--- config.mk ---
export PLATFORM = sky130hd
export DESIGN_NAME = ram_bist_seq
export DESIGN_NICKNAME = d
export VERILOG_FILES = /design/src/rtl/ram_bist_seq_pkg.sv /design/src/rtl/ram_bist_cmp_pipe.sv /design/src/rtl/ram_bist_seq.sv
export SDC_FILE = /design/constraint.sdc
export NUM_CORES = 1
export LEC_CHECK = 0
export CAP_MARGIN = 20
export CORE_UTILIZATION = 56
export DETAILED_ROUTE_END_ITERATION = 10
export GPL_TIMING_DRIVEN = 0
export PLACE_DENSITY_LB_ADDON = 0.2
export SYNTH_ARGS = -nofsm -noshare
export SYNTH_HDL_FRONTEND = slang
export SYNTH_SLANG_ARGS = --single-unit
--- constraint.sdc ---
create_clock -name clk -period 3 [get_ports clk]
set_clock_uncertainty 0.2 [all_clocks]
set_input_delay 0.3 -clock clk [delete_from_list [all_inputs] [get_ports clk]]
set_output_delay 0.3 -clock clk [all_outputs]
set_load 0.05 [all_outputs]
--- src/rtl/ram_bist_seq_pkg.sv ---
// Shared types and helpers for the RAM BIST sequencer: FSM states, default widths and
// the arithmetic fill pattern.
package ram_bist_seq_pkg;

    localparam int unsigned ADDR_W_DEF = 8;
    localparam int unsigned DATA_W_DEF = 8;

    typedef enum logic [2:0] {
        StIdle,
        StWrite,
        StRead,
        StDrain,
        StDone
    } state_e;

    // Full-width product; callers truncate to their data width, which gives the mod 2**DATA_W.
    function automatic logic [31:0] expected(input logic [31:0] addr, input int unsigned step);
        return addr * step;
    endfunction

endpackage

--- src/rtl/ram_bist_cmp_pipe.sv ---
// Read-compare pipeline: delays {valid, expected, addr} by the RAM read latency and keeps
// a saturating mismatch count plus the address of the first mismatch of the run.
module ram_bist_cmp_pipe #(
    parameter int unsigned ADDR_W     = 8,
    parameter int unsigned DATA_W     = 8,
    parameter int unsigned RD_LATENCY = 2
) (
    input  logic              clk,
    input  logic              kill,
    input  logic              clear,
    input  logic              push,
    input  logic [DATA_W-1:0] push_exp,
    input  logic [ADDR_W-1:0] push_addr,
    input  logic [DATA_W-1:0] ram_q,
    output logic [7:0]        err_count,
    output logic [ADDR_W-1:0] first_err_addr
);

    logic [RD_LATENCY-1:0] vld_q;
    logic [DATA_W-1:0]     exp_q  [RD_LATENCY];
    logic [ADDR_W-1:0]     addr_q [RD_LATENCY];
    logic [7:0]            err_count_q, err_count_d;
    logic [ADDR_W-1:0]     first_err_q, first_err_d;
    logic                  mismatch;

    always_ff @(posedge clk) begin
        if (kill) begin
            vld_q <= '0;
            for (int i = 0; i < RD_LATENCY; i++) begin
                exp_q[i]  <= '0;
                addr_q[i] <= '0;
            end
        end else begin
            vld_q[0]  <= push;
            exp_q[0]  <= push_exp;
            addr_q[0] <= push_addr;
            for (int i = 1; i < RD_LATENCY; i++) begin
                vld_q[i]  <= vld_q[i-1];
                exp_q[i]  <= exp_q[i-1];
                addr_q[i] <= addr_q[i-1];
            end
        end
    end

    // The tail lines up with ram_q for the read issued RD_LATENCY cycles earlier.
    assign mismatch = vld_q[RD_LATENCY-1] && (ram_q != exp_q[RD_LATENCY-1]);

    always_comb begin
        err_count_d = err_count_q;
        first_err_d = first_err_q;
        if (clear) begin
            err_count_d = '0;
            first_err_d = '0;
        end else if (mismatch) begin
            if (err_count_q != 8'hFF) begin
                err_count_d = err_count_q + 8'd1;
            end
            if (err_count_q == 8'd0) begin
                first_err_d = addr_q[RD_LATENCY-1];
            end
        end
    end

    always_ff @(posedge clk) begin
        if (kill) begin
            err_count_q <= '0;
            first_err_q <= '0;
        end else begin
            err_count_q <= err_count_d;
            first_err_q <= first_err_d;
        end
    end

    assign err_count      = err_count_q;
    assign first_err_addr = first_err_q;

endmodule

--- src/rtl/ram_bist_seq.sv ---
// RAM BIST sequencer: on a start edge writes an arithmetic pattern to every word, reads it
// all back and reports pass/fail, mismatch count and first failing address.
module ram_bist_seq
    import ram_bist_seq_pkg::*;
#(
    parameter int unsigned ADDR_W     = ADDR_W_DEF,
    parameter int unsigned DATA_W     = DATA_W_DEF,
    parameter int unsigned DATA_STEP  = 10,
    parameter int unsigned RD_LATENCY = 2
) (
    input  logic              clk,
    input  logic              kill,
    input  logic              start,
    output logic [ADDR_W-1:0] ram_addr,
    output logic [DATA_W-1:0] ram_data,
    output logic              ram_wren,
    output logic              ram_rden,
    input  logic [DATA_W-1:0] ram_q,
    output logic              busy,
    output logic              done,
    output logic              pass,
    output logic [7:0]        err_count,
    output logic [ADDR_W-1:0] first_err_addr
);

    state_e            state_q, state_d;
    logic [ADDR_W-1:0] cnt_q, cnt_d;
    logic [2:0]        drain_q, drain_d;
    logic              start_q;
    logic              run_start;
    logic              cnt_last;
    logic              push;
    logic [DATA_W-1:0] pat;

    // Start is a level from a key; only a fresh rising edge in IDLE/DONE launches a run.
    assign run_start = start && !start_q && (state_q == StIdle || state_q == StDone);
    assign cnt_last  = &cnt_q;
    assign pat       = DATA_W'(expected(32'(cnt_q), DATA_STEP));

    always_comb begin
        state_d  = state_q;
        cnt_d    = cnt_q;
        drain_d  = drain_q;
        ram_addr = '0;
        ram_data = '0;
        ram_wren = 1'b0;
        ram_rden = 1'b0;
        push     = 1'b0;
        case (state_q)
            StIdle, StDone: begin
                if (run_start) begin
                    state_d = StWrite;
                    cnt_d   = '0;
                end
            end
            StWrite: begin
                ram_wren = 1'b1;
                ram_addr = cnt_q;
                ram_data = pat;
                if (cnt_last) begin
                    state_d = StRead;
                    cnt_d   = '0;
                end else begin
                    cnt_d = cnt_q + 1'b1;
                end
            end
            StRead: begin
                ram_rden = 1'b1;
                ram_addr = cnt_q;
                push     = 1'b1;
                if (cnt_last) begin
                    state_d = StDrain;
                    cnt_d   = '0;
                    drain_d = '0;
                end else begin
                    cnt_d = cnt_q + 1'b1;
                end
            end
            StDrain: begin
                if (drain_q == 3'(RD_LATENCY - 1)) begin
                    state_d = StDone;
                end else begin
                    drain_d = drain_q + 3'd1;
                end
            end
            default: state_d = StIdle;
        endcase
    end

    always_ff @(posedge clk) begin
        if (kill) begin
            state_q <= StIdle;
            cnt_q   <= '0;
            drain_q <= '0;
            start_q <= 1'b0;
        end else begin
            state_q <= state_d;
            cnt_q   <= cnt_d;
            drain_q <= drain_d;
            start_q <= start;
        end
    end

    ram_bist_cmp_pipe #(
        .ADDR_W    (ADDR_W),
        .DATA_W    (DATA_W),
        .RD_LATENCY(RD_LATENCY)
    ) u_cmp_pipe (
        .clk           (clk),
        .kill          (kill),
        .clear         (run_start),
        .push          (push),
        .push_exp      (pat),
        .push_addr     (cnt_q),
        .ram_q         (ram_q),
        .err_count     (err_count),
        .first_err_addr(first_err_addr)
    );

    assign busy = (state_q == StWrite) || (state_q == StRead) || (state_q == StDrain);
    assign done = (state_q == StDone);
    // Last compare lands on the same edge that enters DONE, so the count is final here.
    assign pass = done && (err_count == 8'd0);

endmodule

==> results of run 1 <==
==> through the flow <==
| step | setup TNS [ns] | cells | area (µm²) | worst slack, ns |
|---|---|---|---|---|
| after CTS | 0 | 408 | 3381 | 0.03657 |
| after floorplan | 0 | 294 | 2688 | 0.4138 |
| final | 0 | 408 | 3382 | 0.1667 |
| after detailed placement | -0.05303 | 392 | 3213 | -0.05303 |
| after global placement | -0.05372 | 392 | 3213 | -0.05372 |
| after global routing | 0 | 408 | 3382 | 0.007444 |
==> layout make-up <==
class                   count  area share (%)
clock inverters             7           1.591
well taps                  52           1.924
inverters                   7          0.7769
repair buffers             46           13.24
clock buffers               9           3.663
flip-flops and latches     59           35.04
plain buffers              15           2.072
multi-input cells         213           41.69
==> where the power goes <==
part / switching [µW] / total (µW) / internal [µW]
clock: 328 / 633 / 304
sequential: 8.71 / 801 / 792
combinational: 90.1 / 139 / 49.0
total: 427 / 1570 / 1150
==> cells by family (layout without fill, tap and decap cells) <==
| kind of cell | count (synthesis) | in the layout | synth area share, % |
|---|---|---|---|
| buffers and inverters | 22 | 84 | 3.585 |
| adder cells (fa/ha/maj) | 13 | 13 | 6.331 |
| AND/OR/NAND/NOR | 134 | 134 | 27.33 |
| AO/OA/AOI/OAI | 38 | 38 | 9.404 |
| XOR/XNOR | 17 | 17 | 5.540 |
| other | 1 | 1 | 0.1395 |
| flip-flops | 59 | 59 | 43.95 |
| multiplexers | 10 | 10 | 3.725 |
==> flip-flops by register name, indices dropped and copies added, names as in the netlist <==
register,flops
u_cmp_pipe.addr_q,16
u_cmp_pipe.exp_q,10
cnt_q,8
u_cmp_pipe.err_count,8
u_cmp_pipe.first_err_addr,8
drain_q,3
state_q,3
u_cmp_pipe.vld_q,2
start_q,1
==> worst max-delay path, cell delays in order, from the launching register on <==
cell and delay [ns]:
sky130_fd_sc_hd__dfxtp_2 0.43, sky130_fd_sc_hd__ha_1 0.27, sky130_fd_sc_hd__ha_1 0.23, sky130_fd_sc_hd__fa_1 0.39, sky130_fd_sc_hd__xnor2_1 0.16, sky130_fd_sc_hd__nor2_1 0.14, sky130_fd_sc_hd__clkdlybuf4s15_2 0.39
==> layout by cell type (no fill, tap or decap), types with 2 or more instances in the layout <==
cell type	count
sky130_fd_sc_hd__dfxtp_2	3
sky130_fd_sc_hd__mux2i_1	10
sky130_fd_sc_hd__a21o_1	2
sky130_fd_sc_hd__ha_1	12
sky130_fd_sc_hd__a31oi_1	4
sky130_fd_sc_hd__and3_1	6
sky130_fd_sc_hd__dlymetal6s2s_1	2
sky130_fd_sc_hd__nor3_1	9
sky130_fd_sc_hd__nand3b_1	2
sky130_fd_sc_hd__a41oi_1	2
sky130_fd_sc_hd__o21ai_1	3
sky130_fd_sc_hd__clkbuf_1	9
sky130_fd_sc_hd__clkinv_4	4
sky130_fd_sc_hd__a21oi_1	13
sky130_fd_sc_hd__o21ai_0	3
sky130_fd_sc_hd__nand2b_1	4
sky130_fd_sc_hd__nand3_1	7
sky130_fd_sc_hd__dfxtp_1	56
sky130_fd_sc_hd__xor2_1	10
sky130_fd_sc_hd__xnor2_1	7
sky130_fd_sc_hd__or2_1	2
sky130_fd_sc_hd__clkbuf_8	9
sky130_fd_sc_hd__a41o_1	2
sky130_fd_sc_hd__clkdlybuf4s50_1	29
sky130_fd_sc_hd__inv_1	7
sky130_fd_sc_hd__buf_2	3
sky130_fd_sc_hd__clkinv_2	2
sky130_fd_sc_hd__nor4_2	2
sky130_fd_sc_hd__nor2b_1	30
sky130_fd_sc_hd__nand4_1	2
sky130_fd_sc_hd__nor2_1	38
sky130_fd_sc_hd__clkdlybuf4s15_2	2
sky130_fd_sc_hd__buf_1	2
sky130_fd_sc_hd__nand2_1	11
sky130_fd_sc_hd__dlygate4sd2_1	12
sky130_fd_sc_hd__and2_1	14
==> what timing repair did <==
action | 4_1_cts | 5_1_grt
cloned | 0 | 0
pin swaps | 0 | 0
gates resized for setup | 22 | 6
setup endpoints to repair | 15 | 5
==> path summary, 6_finish.rpt <==
check / to / depth (start not counted) / slack (ns)
max reg2reg: u_cmp_pipe.first_err_addr[4] / 8 / 0.79
max: ram_data[6] / 6 / 0.17
min: u_cmp_pipe.addr_q[1][1] / 1 / 0.23
min reg2reg: u_cmp_pipe.addr_q[1][1] / 1 / 0.23
==> per-layer routing <==
metal	wire length (µm)	vias to the layer above	share of wire (%)	track usage, %
met5	0	-	0	0
met4	59	0	1.1	10.89
met3	339	7	6.1	4.923
met2	2725	83	49	38.73
met1	2431	1015	44	29.71
li1	-	1106	-	-
==> flow_metrics.py, run 1 <==
metrics = {
    "route": {
        "drt_iter0_drc": 90,
        "remaining_drc_errors": 3,
        "detail_route.vias_per_cell": 5.419,
        "post_drt_wl_per_cell_um": 13.61,
        "antenna_left": 0,
        "routed_via_count": 2211,
        "postRouteWirelength_um": 5554,
        "drt-pass1-iter-count": 7,
    },
    "status": {
        "violations": "DRC",
        "status": "finished with violations",
    },
    "sta": {
        "timing_hold_violations_final": 0,
        "tightestPinTransition_ns": 0.7606,
        "min_period_over_period_pct": 94.44,
        "shortest_period_the_worst_path_allows_ns": 2.833,
        "timing.slew.headroom_pct": 48.99,
        "hold_slack_ns": 0.2310,
        "report.final.slew_viol_count": 0,
        "unrepaired_setup_endpoints_after_global_routing": "no",
        "achievable-frequency_mhz": 353.0,
        "finalSetupViolations": 0,
    },
    "floorplanning": {
        "die_width_um": 71.28,
        "dieArea_um2": 5080,
        "floorplan.core_area_um2": 4474,
        "io_pins": 48,
        "initial_utilization_pct": 60.07,
        "rows": 24,
        "die_h_um": 71.28,
    },
    "worst_setup_path": {
        "rr_startpoint": "u_cmp_pipe.err_count[0]",
        "worstSetupEndpointType": "output pin",
        "critical_path.startpoint_type": "flop",
        "cp.required_ns": 2.50,
        "cp_max_fo": 9,
        "arrival_time_of_data_at_the_critical_path_endpoint_ns": 2.33,
        "crit_startpoint": "cnt_q[3]",
        "timing.setup.critical_path_class": "reg2out",
    },
    "cells_and_area": {
        "finalNetCount": 375,
        "diodes": 0,
        "area_of_the_multi_input_gates_um2": 1410,
        "fillCellCount": 352,
        "ff_latch_area_um2": 1185,
        "syn_to_final_growth_pct": 25.84,
        "drive_gt1_share_pct": 9.270,
        "utilization_pct": 75.59,
    },
    "clock_tree": {
        "cts_made_buffers": 9,
        "post_cts.repair.setup_buffers": 0,
        "cts.clk_slew.worst_paths_ns": 0.08,
        "cts_hold_buffers": 0,
        "tritoncts_clock_tree": "built",
        "cts_root_buf": "sky130_fd_sc_hd__clkbuf_8",
        "insertion_delay_ns": 0.33,
        "clock_tree.htree_level_count": 3,
        "cts.sinks": 59,
        "cts_buffer_depth": 2,
    },
    "power": {
        "power.leakage_uw": 0.001482,
        "pwr_total_uw": 1573,
        "ir_drop_uv": 310.1,
        "powerDensity_nw_per_um2": 465.1,
    },
    "placement": {
        "gp_congestion": 0.8728,
        "dp.final_hpwl_um": 3848,
        "io_buffer_count": 46,
    },
    "synthesis": {
        "yosysTopAreaCell": "sky130_fd_sc_hd__dfxtp_1",
        "syn-mean-instance-area_um2": 9.141,
        "synthTopCellsByArea": "sky130_fd_sc_hd__dfxtp_1, sky130_fd_sc_hd__nor2b_1, sky130_fd_sc_hd__ha_1",
        "edff_count_synth": 0,
        "top_cell_types_by_occurrence_after_synthesis": "sky130_fd_sc_hd__dfxtp_1, sky130_fd_sc_hd__nor2_1, sky130_fd_sc_hd__nor2b_1, sky130_fd_sc_hd__and2_1, sky130_fd_sc_hd__a21oi_1",
        "yosysWarnings": 0,
        "post_synthesis_cell_count": 294,
        "synth-async-reset-ratio_pct": 0,
        "synthesized_net_count": 318,
        "synth.distinct_cells": 48,
        "synth-seq-area-share_pct": 43.95,
        "post-synth-top-count-cell": "sky130_fd_sc_hd__dfxtp_1",
        "synth.cell_area_um2": 2688,
        "ys_ff_latch": 59,
        "synth_top_area_share_pct": 43.95,
        "ys.flop_type": "sky130_fd_sc_hd__dfxtp_1",
    },
    "worst_hold_path": {
        "worstHoldPathType": "reg2reg",
        "hp-start": "u_cmp_pipe.addr_q[0][1]",
    },
    "grt": {
        "remaining_overflow_grt": 0,
        "antenna_found_initial": 0,
        "grt_pass1_wl_um": 9335,
        "first_global_vias": 2077,
        "maximum_number_of_pins_on_one_net_before_global_route_repair": 13,
        "global_route.usage.total_pct": 23.53,
    },
    "run": {
        "cap_viol_max_count": 0,
    },
}
Power figures use the tool's default switching activity.
==> run 2, diff against run 1 <==
--- a/config.mk
+++ b/config.mk
@@ -6,7 +6,9 @@
 export NUM_CORES = 1
 export LEC_CHECK = 0
 export CAP_MARGIN = 20
-export CORE_UTILIZATION = 56
+export CELL_PAD_IN_SITES_DETAIL_PLACEMENT = 0
+export CELL_PAD_IN_SITES_GLOBAL_PLACEMENT = 1
+export CORE_UTILIZATION = 42
 export DETAILED_ROUTE_END_ITERATION = 10
 export GPL_TIMING_DRIVEN = 0
 export PLACE_DENSITY_LB_ADDON = 0.2
==> flow_metrics.py, run 2 (synthesized netlist as in run 1, its figures left out) <==
metrics = {
    "floorplanning": {
        "dieArea_um2": 6723,
        "die_width_um": 82.00,
        "rows": 28,
        "floorplan.core_area_um2": 6061,
        "initial_utilization_pct": 44.34,
        "io_pins": 48,
        "die_h_um": 82.00,
    },
    "power": {
        "power.share.sequential_pct": 48.6,
        "power.leakage_uw": 0.001483,
        "switching_share_pct": 25.67,
        "ir_drop_uv": 246.3,
        "cell_internal_power_uw": 1226,
        "netSwitchingPower_uw": 423.4,
        "clockPowerShare_pct": 43.0,
        "power_frac_comb_pct": 8.4,
        "powerDensity_nw_per_um2": 480.6,
    },
    "cells_and_area": {
        "diodes": 0,
        "largestRegisters": "u_cmp_pipe.addr_q: 16 flops, u_cmp_pipe.exp_q: 10 flops",
        "design_area_um2": 3432,
        "layout.cells.most_common": "sky130_fd_sc_hd__dfxtp_1",
        "finalNetCount": 375,
        "syn_to_final_growth_pct": 27.70,
        "mostFrequentLayoutCells": "sky130_fd_sc_hd__dfxtp_1, sky130_fd_sc_hd__nor2_1, sky130_fd_sc_hd__nor2b_1",
        "drive_gt1_share_pct": 8.989,
        "utilization_pct": 56.63,
        "fillCellCount": 584,
        "largest_reg_flops": 16,
        "registers.top_by_ff_count": "u_cmp_pipe.addr_q",
    },
    "grt": {
        "remaining_overflow_grt": 0,
        "first_global_vias": 2012,
        "global_route.usage.total_pct": 18.97,
        "maximum_number_of_pins_on_one_net_before_global_route_repair": 12,
        "grt_pass1_wl_um": 9404,
        "antenna_found_initial": 0,
    },
    "route": {
        "detailroute.wirelength.met3_um": 239,
        "routed_via_count": 2154,
        "drt-pass1-iter-count": 5,
        "highest_layer": "met4",
        "post_drt_wl_per_cell_um": 12.87,
        "drt_iter0_drc": 113,
        "detail_route.vias_per_cell": 4.998,
        "remaining_drc_errors": 0,
        "wl_met2_um": 2452,
        "postRouteWirelength_um": 5549,
        "m1WireLength_um": 2760,
        "antenna_left": 0,
    },
    "worst_setup_path": {
        "cp.required_ns": 2.50,
        "cp_max_fo": 9,
        "critical_path.startpoint_type": "flop",
        "timing.setup.critical_path_class": "reg2out",
        "arrival_time_of_data_at_the_critical_path_endpoint_ns": 2.34,
        "worstSetupEndpointType": "output pin",
    },
    "clock_tree": {
        "insertion_delay_ns": 0.34,
        "clock_tree.htree_level_count": 3,
        "cts.clk_slew.worst_paths_ns": 0.07,
        "cts_root_buf": "sky130_fd_sc_hd__clkbuf_8",
        "cts_made_buffers": 9,
        "cts.sinks": 59,
        "cts_hold_buffers": 0,
        "post_cts.repair.setup_buffers": 0,
        "cts_buffer_depth": 2,
        "tritoncts_clock_tree": "built",
    },
    "placement": {
        "io_buffer_count": 46,
        "dp.final_hpwl_um": 3888,
        "cell_area_after_placement_um2": 3242,
        "gp_congestion": 0.7800,
    },
    "sta": {
        "timing_hold_violations_final": 0,
        "unrepaired_setup_endpoints_after_global_routing": "no",
        "shortest_period_the_worst_path_allows_ns": 2.838,
        "timing.slew.headroom_pct": 48.80,
        "achievable-frequency_mhz": 352.4,
        "min_period_over_period_pct": 94.59,
        "finalSetupViolations": 0,
        "tightestPinTransition_ns": 0.7634,
        "report.final.slew_viol_count": 0,
    },
    "status": {
        "status": "complete, no violations",
    },
    "worst_hold_path": {
        "worstHoldPathType": "reg2reg",
    },
    "run": {
        "cap_viol_max_count": 0,
    },
}
==> run 2: changes by cell type in the layout (fill, tap and decap cells not counted), sizes merged <==
cell	change
clkinv	-3
buf	-1
bufinv	+1
clkbuf	+1
clkdlybuf4s15	+1
clkinvlp	+1
==> run 2: layout make-up <==
| type | instances | area, µm² | share of cell area (%) |
|---|---|---|---|
| clock buffer | 10 | 127.6 | 3.719 |
| tap | 75 | 93.84 | 2.734 |
| timing repair buffer | 46 | 454.2 | 13.23 |
| sequential | 59 | 1185 | 34.52 |
| clock inverter | 6 | 65.06 | 1.896 |
| buffer | 15 | 70.07 | 2.042 |
| inverter | 7 | 26.28 | 0.7656 |
| multi-input combinational | 213 | 1410 | 41.09 |
==> run 2: path summary, 6_finish.rpt <==
check,to,start,cells after the start,slack [ns]
worst max-delay path,ram_data[6],cnt_q[3],6,0.16
worst min-delay path,u_cmp_pipe.exp_q[0][13],u_cmp_pipe.exp_q[0][5],1,0.23
worst max register to register,state_q[2],cnt_q[0],6,0.78
worst min register to register,u_cmp_pipe.exp_q[0][13],u_cmp_pipe.exp_q[0][5],1,0.23
==> run 2: per-stage QoR <==
step	setup WS (ns)	cells	power [µW]	TNS, ns	hold slack [ns]
6_report	0.1623	431	1649	0	0.2340
5_1_grt	0.03575	431	1728	0	0.2533
3_3_place_gp	-0.07185	415	960.8	-0.1033	0.2227
4_1_cts	0.008738	431	1671	0	0.2337
2_1_floorplan	0.4138	294	909.0	0	0.2138
3_5_place_dp	-0.03050	415	960.6	-0.05685	0.2218
==> run 2: power by group through the flow <==
stage	registers (µW)	logic, µW	clock network (µW)
after CTS	802	140	729
after global routing	803	152	773
after global placement	820	141	0
final	802	138	709
after floorplan	816	93.0	0
after detailed placement	820	141	0
==> run 2: critical path: stages (launching register included) <==
cell and delay (ns):
sky130_fd_sc_hd__dfxtp_2 0.44, sky130_fd_sc_hd__ha_1 0.27, sky130_fd_sc_hd__ha_1 0.23, sky130_fd_sc_hd__fa_1 0.39, sky130_fd_sc_hd__xnor2_1 0.16, sky130_fd_sc_hd__nor2_1 0.13, sky130_fd_sc_hd__clkdlybuf4s15_2 0.39
==> run 2: per-layer routing <==
metal,up-vias,global-route usage [%]
met1,996,24.75
met3,8,5.333
met2,44,28.35
li1,1106,-
met4,0,9.649
met5,-,0
==> run 2: timing repair <==
action | CTS | global route
endpoints found under the hold margin | 0 | 0
resized for setup | 21 | 5
setup endpoints to repair | 15 | 5
pin swaps | 0 | 0
cloned | 0 | 0
==> run 3, diff against run 2 <==
--- a/config.mk
+++ b/config.mk
@@ -5,13 +5,14 @@
 export SDC_FILE = /design/constraint.sdc
 export NUM_CORES = 1
 export LEC_CHECK = 0
+export ABC_AREA = 1
 export CAP_MARGIN = 20
 export CELL_PAD_IN_SITES_DETAIL_PLACEMENT = 0
 export CELL_PAD_IN_SITES_GLOBAL_PLACEMENT = 1
-export CORE_UTILIZATION = 42
+export CORE_UTILIZATION = 41
 export DETAILED_ROUTE_END_ITERATION = 10
-export GPL_TIMING_DRIVEN = 0
 export PLACE_DENSITY_LB_ADDON = 0.2
+export REMOVE_ABC_BUFFERS = 1
 export SYNTH_ARGS = -nofsm -noshare
 export SYNTH_HDL_FRONTEND = slang
 export SYNTH_SLANG_ARGS = --single-unit
==> flow_metrics.py, run 3 <==
metrics = {
    "status": {
        "status": "complete, no violations",
    },
    "sta": {
        "report.final.slew_viol_count": 0,
        "timing_hold_violations_final": 0,
        "achievable-frequency_mhz": 360.6,
        "tightestPinTransition_ns": 0.5964,
        "timing.slew.headroom_pct": 60.18,
        "finalSetupViolations": 0,
        "shortest_period_the_worst_path_allows_ns": 2.773,
        "setup_total_negative_slack_ns": 0,
        "hold_slack_ns": 0.2015,
        "unrepaired_setup_endpoints_after_global_routing": "no",
        "min_period_over_period_pct": 92.44,
    },
    "worst_hold_path": {
        "worstHoldPathType": "reg2reg",
    },
    "cells_and_area": {
        "drive_gt1_share_pct": 10.42,
        "utilization_pct": 52.78,
        "final_cell_count_no_fill": 547,
        "mostFrequentLayoutCells": "sky130_fd_sc_hd__nor2_1, sky130_fd_sc_hd__inv_1, sky130_fd_sc_hd__nand2_1",
        "largestRegisters": "u_cmp_pipe.addr_q: 16 flops, u_cmp_pipe.exp_q: 10 flops",
        "finalNetCount": 474,
        "registers.top_by_ff_count": "u_cmp_pipe.addr_q",
        "syn_to_final_growth_pct": 23.74,
        "design_area_um2": 3606,
        "largest_reg_flops": 16,
        "diodes": 0,
        "layout.cells.most_common": "sky130_fd_sc_hd__nor2_1",
    },
    "floorplanning": {
        "dieArea_um2": 7449,
        "rows": 30,
        "initial_utilization_pct": 42.66,
        "die_width_um": 86.31,
        "die_h_um": 86.31,
        "floorplan.core_area_um2": 6832,
        "io_pins": 48,
    },
    "clock_tree": {
        "cts_made_buffers": 9,
        "clock_tree.htree_level_count": 3,
        "tritoncts_clock_tree": "built",
        "cts_hold_buffers": 0,
        "insertion_delay_ns": 0.33,
        "cts.clk_slew.worst_paths_ns": 0.06,
        "cts_root_buf": "sky130_fd_sc_hd__clkbuf_8",
        "post_cts.repair.setup_buffers": 0,
        "cts_buffer_depth": 2,
        "cts.sinks": 59,
        "ctsResizeCount": 0,
    },
    "synthesis": {
        "synth-seq-area-share_pct": 40.53,
        "ys.flop_type": "sky130_fd_sc_hd__dfxtp_1",
        "synth_top_family_by_area": "simple AND/OR/NAND/NOR gates",
        "ys_ff_latch": 59,
        "edff_count_synth": 0,
        "yosysWarnings": 0,
        "synth.area.mux_share_pct": 0,
        "yosysTopAreaCell": "sky130_fd_sc_hd__dfxtp_1",
        "synthXorXnorAreaFrac_pct": 3.006,
        "synthTopCellsByArea": "sky130_fd_sc_hd__dfxtp_1, sky130_fd_sc_hd__nor2_1, sky130_fd_sc_hd__inv_1",
        "synth.cell_area_um2": 2914,
        "syn-mean-instance-area_um2": 7.267,
        "complex_gate_fraction_of_the_synthesized_area_pct": 5.067,
        "synth-async-reset-ratio_pct": 0,
        "synth_top_area_share_pct": 40.53,
        "yosys.area_share.adder_pct": 5.839,
        "post_synthesis_cell_count": 401,
        "synth.distinct_cells": 38,
        "yosys.area_share.simple_pct": 33.06,
        "post-synth-top-count-cell": "sky130_fd_sc_hd__nor2_1",
        "top_cell_types_by_occurrence_after_synthesis": "sky130_fd_sc_hd__nor2_1, sky130_fd_sc_hd__inv_1, sky130_fd_sc_hd__nand2_1, sky130_fd_sc_hd__dfxtp_1",
    },
    "route": {
        "detail_route.vias_per_cell": 4.353,
        "antenna_left": 0,
        "remaining_drc_errors": 0,
        "routed_via_count": 2381,
        "post_drt_wl_per_cell_um": 10.45,
        "drt-pass1-iter-count": 5,
        "postRouteWirelength_um": 5714,
        "drt_iter0_drc": 73,
    },
    "grt": {
        "grt_pass1_wl_um": 9694,
        "grt_use_met1_pct": 21.89,
        "global_route.usage.total_pct": 16.83,
        "first_global_vias": 2139,
        "busiest_layer_in_global_routing": "met2",
        "met2_usage_pct": 26.41,
        "antenna_found_initial": 0,
        "maximum_number_of_pins_on_one_net_before_global_route_repair": 31,
        "remaining_overflow_grt": 0,
        "gr-usage-met3_pct": 4.286,
    },
    "placement": {
        "gp_congestion": 0.8431,
        "place.detailed.instances": 535,
        "cell_area_after_placement_um2": 3451,
        "io_buffer_count": 46,
        "dp.final_hpwl_um": 4238,
    },
    "worst_setup_path": {
        "path_cells": "inv_2 > nand3_2 > nand2_4 > inv_1 > nor2_1 > clkdlybuf4s50_1",
        "cp.required_ns": 2.50,
        "critical_path.startpoint_type": "flop",
        "timing.setup.critical_path_class": "reg2out",
        "arrival_time_of_data_at_the_critical_path_endpoint_ns": 2.27,
        "crit_path_top_delay_cell": "sky130_fd_sc_hd__clkdlybuf4s50_1",
        "worstSetupEndpointType": "output pin",
        "cp_max_fo": 9,
        "worst_path_largest_cell_delay_ns": 0.81,
    },
    "power": {
        "ir_drop_uv": 324.4,
        "powerDensity_nw_per_um2": 656.9,
        "power.leakage_uw": 0.001549,
    },
    "run": {
        "cap_viol_max_count": 0,
    },
}
-- run 3: final cells by class --
class / instances / area [µm²]
clock buffers: 12 / 155.1
well taps: 96 / 120.1
inverters: 83 / 316.6
repair buffers: 47 / 460.4
flip-flops and latches: 59 / 1181
fillers: 696 / 3226
multi-input cells: 250 / 1373
-- run 3: per-stage QoR --
stage,power (µW),setup WS [ns]
3_3_place_gp,1784,0.6182
5_1_grt,2513,0.09504
4_1_cts,2398,0.2119
6_report,2369,0.2267
3_5_place_dp,1785,0.5780
2_1_floorplan,1558,0.06978
-- run 3: path summary, 6_finish.rpt --
check | from | to | slack [ns] | cells past startpoint
worst max-delay path | state_q[2] | ram_addr[7] | 0.23 | 6
worst max register to register | state_q[0] | cnt_q[6] | 1.04 | 7
worst min register to register | u_cmp_pipe.addr_q[0][5] | u_cmp_pipe.addr_q[1][5] | 0.20 | 2
worst min-delay path | u_cmp_pipe.addr_q[0][5] | u_cmp_pipe.addr_q[1][5] | 0.20 | 2
-- run 3: logic make-up after synthesis --
kind of cell               count (synthesis)
xor gates and xnor gates                  10
AOI/OAI and AO/OA                         26
DFF                                       59
other                                      1
buffers and inverters                     92
and+or+nand+nor                          200
adders and majority gates                 13
-- run 3: worst max-delay path: cells and delay by family, from the launching register on --
family	cells	cell delay, ns
buf+inv	3	1.07
flops	1	0.33
simple gates	3	0.54
-- run 3: report_power, final --
| group | total [µW] | switching, µW | leakage [µW] | internal (µW) |
|---|---|---|---|---|
| sequential | 891 | 48.5 | 0.000477 | 843 |
| combinational | 875 | 606 | 0.000992 | 269 |
| clock | 603 | 276 | 0.0000803 | 327 |
| total | 2370 | 930 | 0.00155 | 1440 |
-- run 3: layer usage --
| metal | wire (µm) | up-vias |
|---|---|---|
| met4 | 91 | 0 |
| met5 | 0 | - |
| met2 | 2627 | 38 |
| met3 | 223 | 8 |
| li1 | - | 1300 |
| met1 | 2772 | 1035 |
